### config.mk
export PLATFORM = sky130hd
export DESIGN_NAME = keypad_operand_entry
export DESIGN_NICKNAME = d
export VERILOG_FILES = /design/src/rtl/keypad_operand_entry.sv
export SDC_FILE = /design/constraint.sdc
export NUM_CORES = 1
export LEC_CHECK = 0
export CAP_MARGIN = 0
export CORE_MARGIN = 2
export CORE_UTILIZATION = 49
export CTS_CLUSTER_SIZE = 14
export DETAILED_ROUTE_END_ITERATION = 6
export PLACE_DENSITY_LB_ADDON = 0.05
export SETUP_SLACK_MARGIN = 0.4
export SLEW_MARGIN = 0
export SYNTH_ARGS = -nofsm -noshare
export SYNTH_HDL_FRONTEND = slang
export SYNTH_SLANG_ARGS = --single-unit
### constraint.sdc
create_clock -name CLK -period 2.66 [get_ports CLK]
set_input_delay 0.532 -clock CLK [delete_from_list [all_inputs] [get_ports CLK]]
set_output_delay 0.532 -clock CLK [all_outputs]
set_load 0.02 [all_outputs]
### src/rtl/keypad_operand_entry.sv
// 4x4 hex keypad scanner with debounce; accepted keys shift into a 16-bit operand.
// Optional macro KEYPAD_OVERFLOW_LOCK_EN freezes Operand once four digits are entered.
module keypad_operand_entry #(
    parameter int SCAN_DIV = 1000,
    parameter int DEBOUNCE = 4
) (
    input  logic        CLK,
    input  logic        Reset,
    input  logic [3:0]  Row,
    input  logic        Clear,
    output logic [3:0]  Col,
    output logic [15:0] Operand,
    output logic [3:0]  KeyCode,
    output logic        KeyValid,
    output logic [2:0]  DigitCount
);

    localparam int PW = $clog2(SCAN_DIV);
    localparam int CW = $clog2(DEBOUNCE + 1);
    localparam logic [PW-1:0] DIV_LAST = PW'(SCAN_DIV - 1);
    localparam logic [CW-1:0] DEB_N    = CW'(DEBOUNCE);
    localparam logic [CW-1:0] CNT_ONE  = CW'(1);

    typedef enum logic [1:0] {
        ST_SCAN,
        ST_DEBOUNCE,
        ST_HOLD,
        ST_RELEASE
    } state_t;

    state_t       state_q, state_d;
    logic [3:0]   row_s1_q, row_s1_d, row_s2_q, row_s2_d;
    logic [PW-1:0] pre_q, pre_d;
    logic [CW-1:0] stable_q, stable_d;
    logic [1:0]   col_idx_q, col_idx_d;
    logic [1:0]   row_idx_q, row_idx_d;
    logic [15:0]  operand_q, operand_d;
    logic [3:0]   key_code_q, key_code_d;
    logic         key_valid_q, key_valid_d;
    logic [2:0]   digit_count_q, digit_count_d;

    logic         tick;
    logic         any_low;
    logic [1:0]   low_idx;
    logic         key_low;
    logic         commit;
    logic [3:0]   commit_code;

    always_comb begin
        row_s1_d = Row;
        row_s2_d = row_s1_q;
        tick     = (pre_q == DIV_LAST);
        pre_d    = tick ? '0 : pre_q + PW'(1);
        any_low  = ~&row_s2_q;
        key_low  = ~row_s2_q[row_idx_q];
        // Lowest-numbered low row wins when several are pressed at once
        low_idx  = 2'd0;
        for (int i = 3; i >= 0; i--) begin
            if (!row_s2_q[i]) low_idx = 2'(i);
        end
    end

    // Scan/debounce state machine
    always_comb begin
        state_d     = state_q;
        col_idx_d   = col_idx_q;
        row_idx_d   = row_idx_q;
        stable_d    = stable_q;
        commit      = 1'b0;
        commit_code = {row_idx_q, col_idx_q};
        if (tick) begin
            unique case (state_q)
                ST_SCAN: begin
                    if (any_low) begin
                        row_idx_d   = low_idx;
                        stable_d    = CNT_ONE;
                        commit_code = {low_idx, col_idx_q};
                        if (DEB_N == CNT_ONE) begin
                            commit  = 1'b1;
                            state_d = ST_HOLD;
                        end else begin
                            state_d = ST_DEBOUNCE;
                        end
                    end else begin
                        col_idx_d = col_idx_q + 2'd1;
                    end
                end
                ST_DEBOUNCE: begin
                    if (key_low) begin
                        stable_d = stable_q + CNT_ONE;
                        if (stable_q + CNT_ONE == DEB_N) begin
                            commit  = 1'b1;
                            state_d = ST_HOLD;
                        end
                    end else begin
                        stable_d  = '0;
                        col_idx_d = col_idx_q + 2'd1;
                        state_d   = ST_SCAN;
                    end
                end
                ST_HOLD: begin
                    if (!key_low) begin
                        stable_d = CNT_ONE;
                        if (DEB_N == CNT_ONE) begin
                            stable_d  = '0;
                            col_idx_d = col_idx_q + 2'd1;
                            state_d   = ST_SCAN;
                        end else begin
                            state_d = ST_RELEASE;
                        end
                    end
                end
                ST_RELEASE: begin
                    if (!key_low) begin
                        stable_d = stable_q + CNT_ONE;
                        if (stable_q + CNT_ONE == DEB_N) begin
                            stable_d  = '0;
                            col_idx_d = col_idx_q + 2'd1;
                            state_d   = ST_SCAN;
                        end
                    end else begin
                        state_d = ST_HOLD;
                    end
                end
                default: state_d = ST_SCAN;
            endcase
        end
    end

    // Operand datapath; Clear overrides a same-cycle commit except for KeyCode
    always_comb begin
        operand_d     = operand_q;
        key_code_d    = key_code_q;
        key_valid_d   = 1'b0;
        digit_count_d = digit_count_q;
        if (commit) begin
            key_code_d    = commit_code;
            key_valid_d   = 1'b1;
            digit_count_d = (digit_count_q == 3'd4) ? 3'd4 : digit_count_q + 3'd1;
`ifdef KEYPAD_OVERFLOW_LOCK_EN
            if (digit_count_q != 3'd4) operand_d = {operand_q[11:0], commit_code};
`else
            operand_d = {operand_q[11:0], commit_code};
`endif
        end
        if (Clear) begin
            operand_d     = '0;
            digit_count_d = '0;
            key_valid_d   = 1'b0;
        end
    end

    always_ff @(posedge CLK or posedge Reset) begin
        if (Reset) begin
            state_q       <= ST_SCAN;
            row_s1_q      <= 4'hF;
            row_s2_q      <= 4'hF;
            pre_q         <= '0;
            stable_q      <= '0;
            col_idx_q     <= 2'd0;
            row_idx_q     <= 2'd0;
            operand_q     <= '0;
            key_code_q    <= '0;
            key_valid_q   <= 1'b0;
            digit_count_q <= '0;
        end else begin
            state_q       <= state_d;
            row_s1_q      <= row_s1_d;
            row_s2_q      <= row_s2_d;
            pre_q         <= pre_d;
            stable_q      <= stable_d;
            col_idx_q     <= col_idx_d;
            row_idx_q     <= row_idx_d;
            operand_q     <= operand_d;
            key_code_q    <= key_code_d;
            key_valid_q   <= key_valid_d;
            digit_count_q <= digit_count_d;
        end
    end

    assign Col        = ~(4'b0001 << col_idx_q);
    assign Operand    = operand_q;
    assign KeyCode    = key_code_q;
    assign KeyValid   = key_valid_q;
    assign DigitCount = digit_count_q;

endmodule

==> summary.md <==
| Metric | Value |
|---|---|
| Status | `completed` |
| DRT Pass-1 Iters | `4` |
| Wire per inst | `14.2 um` |
| RR Startpoint | `row_idx_q[0]$_DFFE_PP0P_` |
| Post-detail-place hpwl | `3.38 mm` |
| Register share of total power | `61.8%` |
| Area added between synthesis and finish | `19.5%` |
| Mapped cell area | `2510 sq um` |
| Boundary Pins | `35` |
| Asr flop ratio synth | `100%` |
| Setup TNS | `0 ns` |
| Xor/xnor share of the synthesized area | `2.79%` |
| TritonCTS clock tree | `done` |
| Fmax | `469 MHz` |
| Worst-path clk slew | `0.09 ns` |
| WL final | `4.93 mm` |
| FF-to-FF path depth | `4` |
| CTS sink cnt | `51` |
| Largest family of logic cells by synthesized area | `compound AO/OA/AOI/OAI gates` |
| Fin. Hold Viols | `0` |
| Post-synthesis sequential area ratio | `51.1%` |
| Pwr Density | `425 nW/um^2` |
| Setup crit end kind | `primary output` |
| Layout cell share with drive strength beyond 1 | `12.6%` |
| Hold depth | `0` |
| GRT Overall Usage | `19.0%` |
| Core ar. | `5040 sq um` |
| Initial drt markers | `142` |
| Starting Density | `49.9%` |
| Synth Area in Compound Gates | `17.4%` |
| Synth Net Count | `260` |
| Vias per inst | `5.52` |
| CP Data Arrival Time | `1.60 ns` |
| Largest net degree at the start of global routing | `28` |
| Clock Skew | `0.00640 ns` |
| Die area | `5720 sq um` |
| Setup violators final | `0` |
| Die height | `75.6 um` |
| Max Fanout on Critical Path | `4` |
| DRC Markers | `0` |
| Skew-Pair Late Insertion Delay | `0.30 ns` |
| Mapped Cells | `244` |
| Post-Synth Adder-Cell Area | `4.48%` |
| CP required | `2.13 ns` |
| First-pass GRT wire length | `8.24 mm` |
| Yosys reg bits | `51` |
| Clock share of power | `34.9%` |
| Tot Pwr | `1.28 mW` |
| TritonCTS buffer count | `5` |
| Crit Path Category | `reg2out` |
| Via count | `1921` |
| Post-synth top flop | `dfrtp_1` |
| Simple-Gate Fraction of Synth Area | `16.1%` |
| Worst slew pin tran | `0.552 ns` |
| Max clock buf depth | `2` |
| Sw Share | `22.7%` |
| Leakage power | `1.28 nW` |
| Hold WC Path Type | `reg2reg` |
| NetSw | `0.291 mW` |
| Placer congestion estimate | `0.797` |
| Combinational share of power | `3.3%` |
| Nets | `293` |
| Setup bufs post-CTS | `0` |
| Synth warnings | `0` |
| Vias in the first global route | `1709` |
| Initial antenna violation count | `0` |
| Total internal power | `0.988 mW` |
| Clk Tree Root Cell | `clkbuf_8` |
| Worst R2R End | `Operand[13]$_DFFE_PP0P_` |
| Fin crit share | `80.2%` |
| Antenna-violating nets left | `0` |
| Peak VDD IR | `0.000359 V` |
| Number of synthesized flops with an enable pin | `0` |
| FF-to-FF setup slack | `0.60 ns` |
| Mean Syn Cell Area | `10.3 sq um` |
| Rel. slew slack | `63.2%` |
| Hold Crit Start | `row_s1_q[2]$_DFF_PP1_` |
| Hold endpoint | `row_s2_q[2]$_DFF_PP1_` |
| Diode count | `0` |
| Port bufs | `34` |
| Fin. max-slew vios | `0` |
| Number of unique standard cell types used by synthesis | `48` |
| H-tree depth reported by CTS | `2` |
| Tmin final | `2.13 ns` |
| RSZ-0062 raised after global routing | `no` |
| Die W | `75.6 um` |
| Remaining Overflow, GRT | `0` |
| Maxcap violations | `0` |
| Post-synthesis mux area share | `2.19%` |
| Startpoint Class | `flip-flop` |
| Site Rows | `26` |
==> cells in the mapped netlist, drive strengths merged, types with 5 or more instances <==
cell type,number,area share [%]
nand2,11,1.6
and3,5,1.2
nor2,9,1.3
nand4,5,1.2
ha,9,4.5
clkbuf,5,0.75
inv,15,2.2
buf,8,2.6
dfstp,8,8.4
nand3,22,4.4
and2,5,1.3
o21ai,30,6.1
a21oi,20,4.0
dfrtp,43,43
==> sequential cells by signal, indices dropped and copies added (netlist names), named ones only <==
signal and count:
stable_q 3, KeyCode 4, DigitCount 3, pre_q 10
row_s1_q 4, KeyValid 1, state_q 1, Operand 16
col_idx_q 2, row_idx_q 2, row_s2_q 4
==> cell usage in the layout, fill, tap and decap left out, types with 3 or more instances in the layout <==
cell             Yosys  final
dfrtp_1             43     43
a31oi_1              4      4
nand4_1              5      5
a21oi_1             20     20
inv_1               15     14
and3_1               5      5
ha_1                 9      9
o21ai_1             20     20
nand3_1             22     22
nand2_1             11     11
nor2b_1              3      3
o21ai_0              9      9
nor2_1               9      9
dfstp_2              8      8
and2_1               4      4
xor2_1               4      4
clkdlybuf4s50_1      0     31
buf_4                0      5
clkbuf_8             0      5
xnor2_1              4      4
==> final cells by class <==
type	count	area (sq um)
repair buffers	40	402
multi-input cells	164	1090
fillers	452	2040
well taps	70	87.6
clock buffers	5	68.8
inverters	15	56.3
clock inverters	3	18.8
flip-flops and latches	51	1290
==> timing repair <==
action,4_1_cts,5_1_grt
pin swaps,0,0
setup endpoints to repair,1,2
hold buffers,0,0
resized for setup,1,2
==> logic make-up (layout without fill, tap and decap cells) <==
logic type                 count (synthesis)  count (layout)
DFF                                       51              51
and+or+nand+nor                           71              71
buffers and inverters                     29              63
muxes                                      4               4
AOI/OAI and AO/OA                         72              72
adders and majority gates                  9               9
xor gates and xnor gates                   8               8
==> per-stage QoR <==
stage	utilization (%)	hold slack, ns	area (sq um)	std cells	setup slack (ns)
3_3_place_gp	57.8	0.346	2910	340	0.647
5_1_grt	59.6	0.364	3010	348	0.448
2_1_floorplan	-	0.345	2510	244	0.822
3_5_place_dp	57.8	0.347	2910	340	0.593
4_1_cts	59.5	0.361	3000	348	0.409
6_report	59.6	0.359	3010	348	0.528
==> worst max-delay path: stages, from the launching register on <==
cell             delay, ns
dfrtp_1               0.43
ha_1                  0.22
inv_1                 0.06
clkdlybuf4s50_1       0.59
==> power by group through the flow <==
stage,clock network [mW],logic (mW),registers [mW]
final,0.447,0.0422,0.789
after detailed placement,0,0.0440,0.804
after global placement,0,0.0436,0.804
after CTS,0.472,0.0441,0.790
after floorplan,0,0.0255,0.803
after global routing,0.502,0.0486,0.791
==> per-layer routing <==
layer | track usage (%) | routed length, um | up-vias
met3 | 3.97 | 179 | 4
met2 | 27.1 | 2260 | 37
met1 | 29.1 | 2450 | 939
li1 | - | - | 941
met4 | 5.65 | 50 | 0
met5 | 0 | 0 | -
==> worst max-delay path by stage <==
stage / startpoint / end / slack, ns / cells after the start
final: col_idx_q[0]$_DFFE_PP0P_ / Col[3] / 0.53 / 3
after global routing: col_idx_q[0]$_DFFE_PP0P_ / Col[3] / 0.45 / 3
after detailed placement: row_idx_q[0]$_DFFE_PP0P_ / Operand[13]$_DFFE_PP0P_ / 0.59 / 4
after CTS: col_idx_q[0]$_DFFE_PP0P_ / Col[0] / 0.41 / 4
after floorplan: pre_q[3]$_DFF_PP0_ / Operand[4]$_DFFE_PP0P_ / 0.82 / 5
after global placement: row_idx_q[0]$_DFFE_PP0P_ / Operand[14]$_DFFE_PP0P_ / 0.65 / 4
No activity file was read; power rests on OpenSTA's default activity.
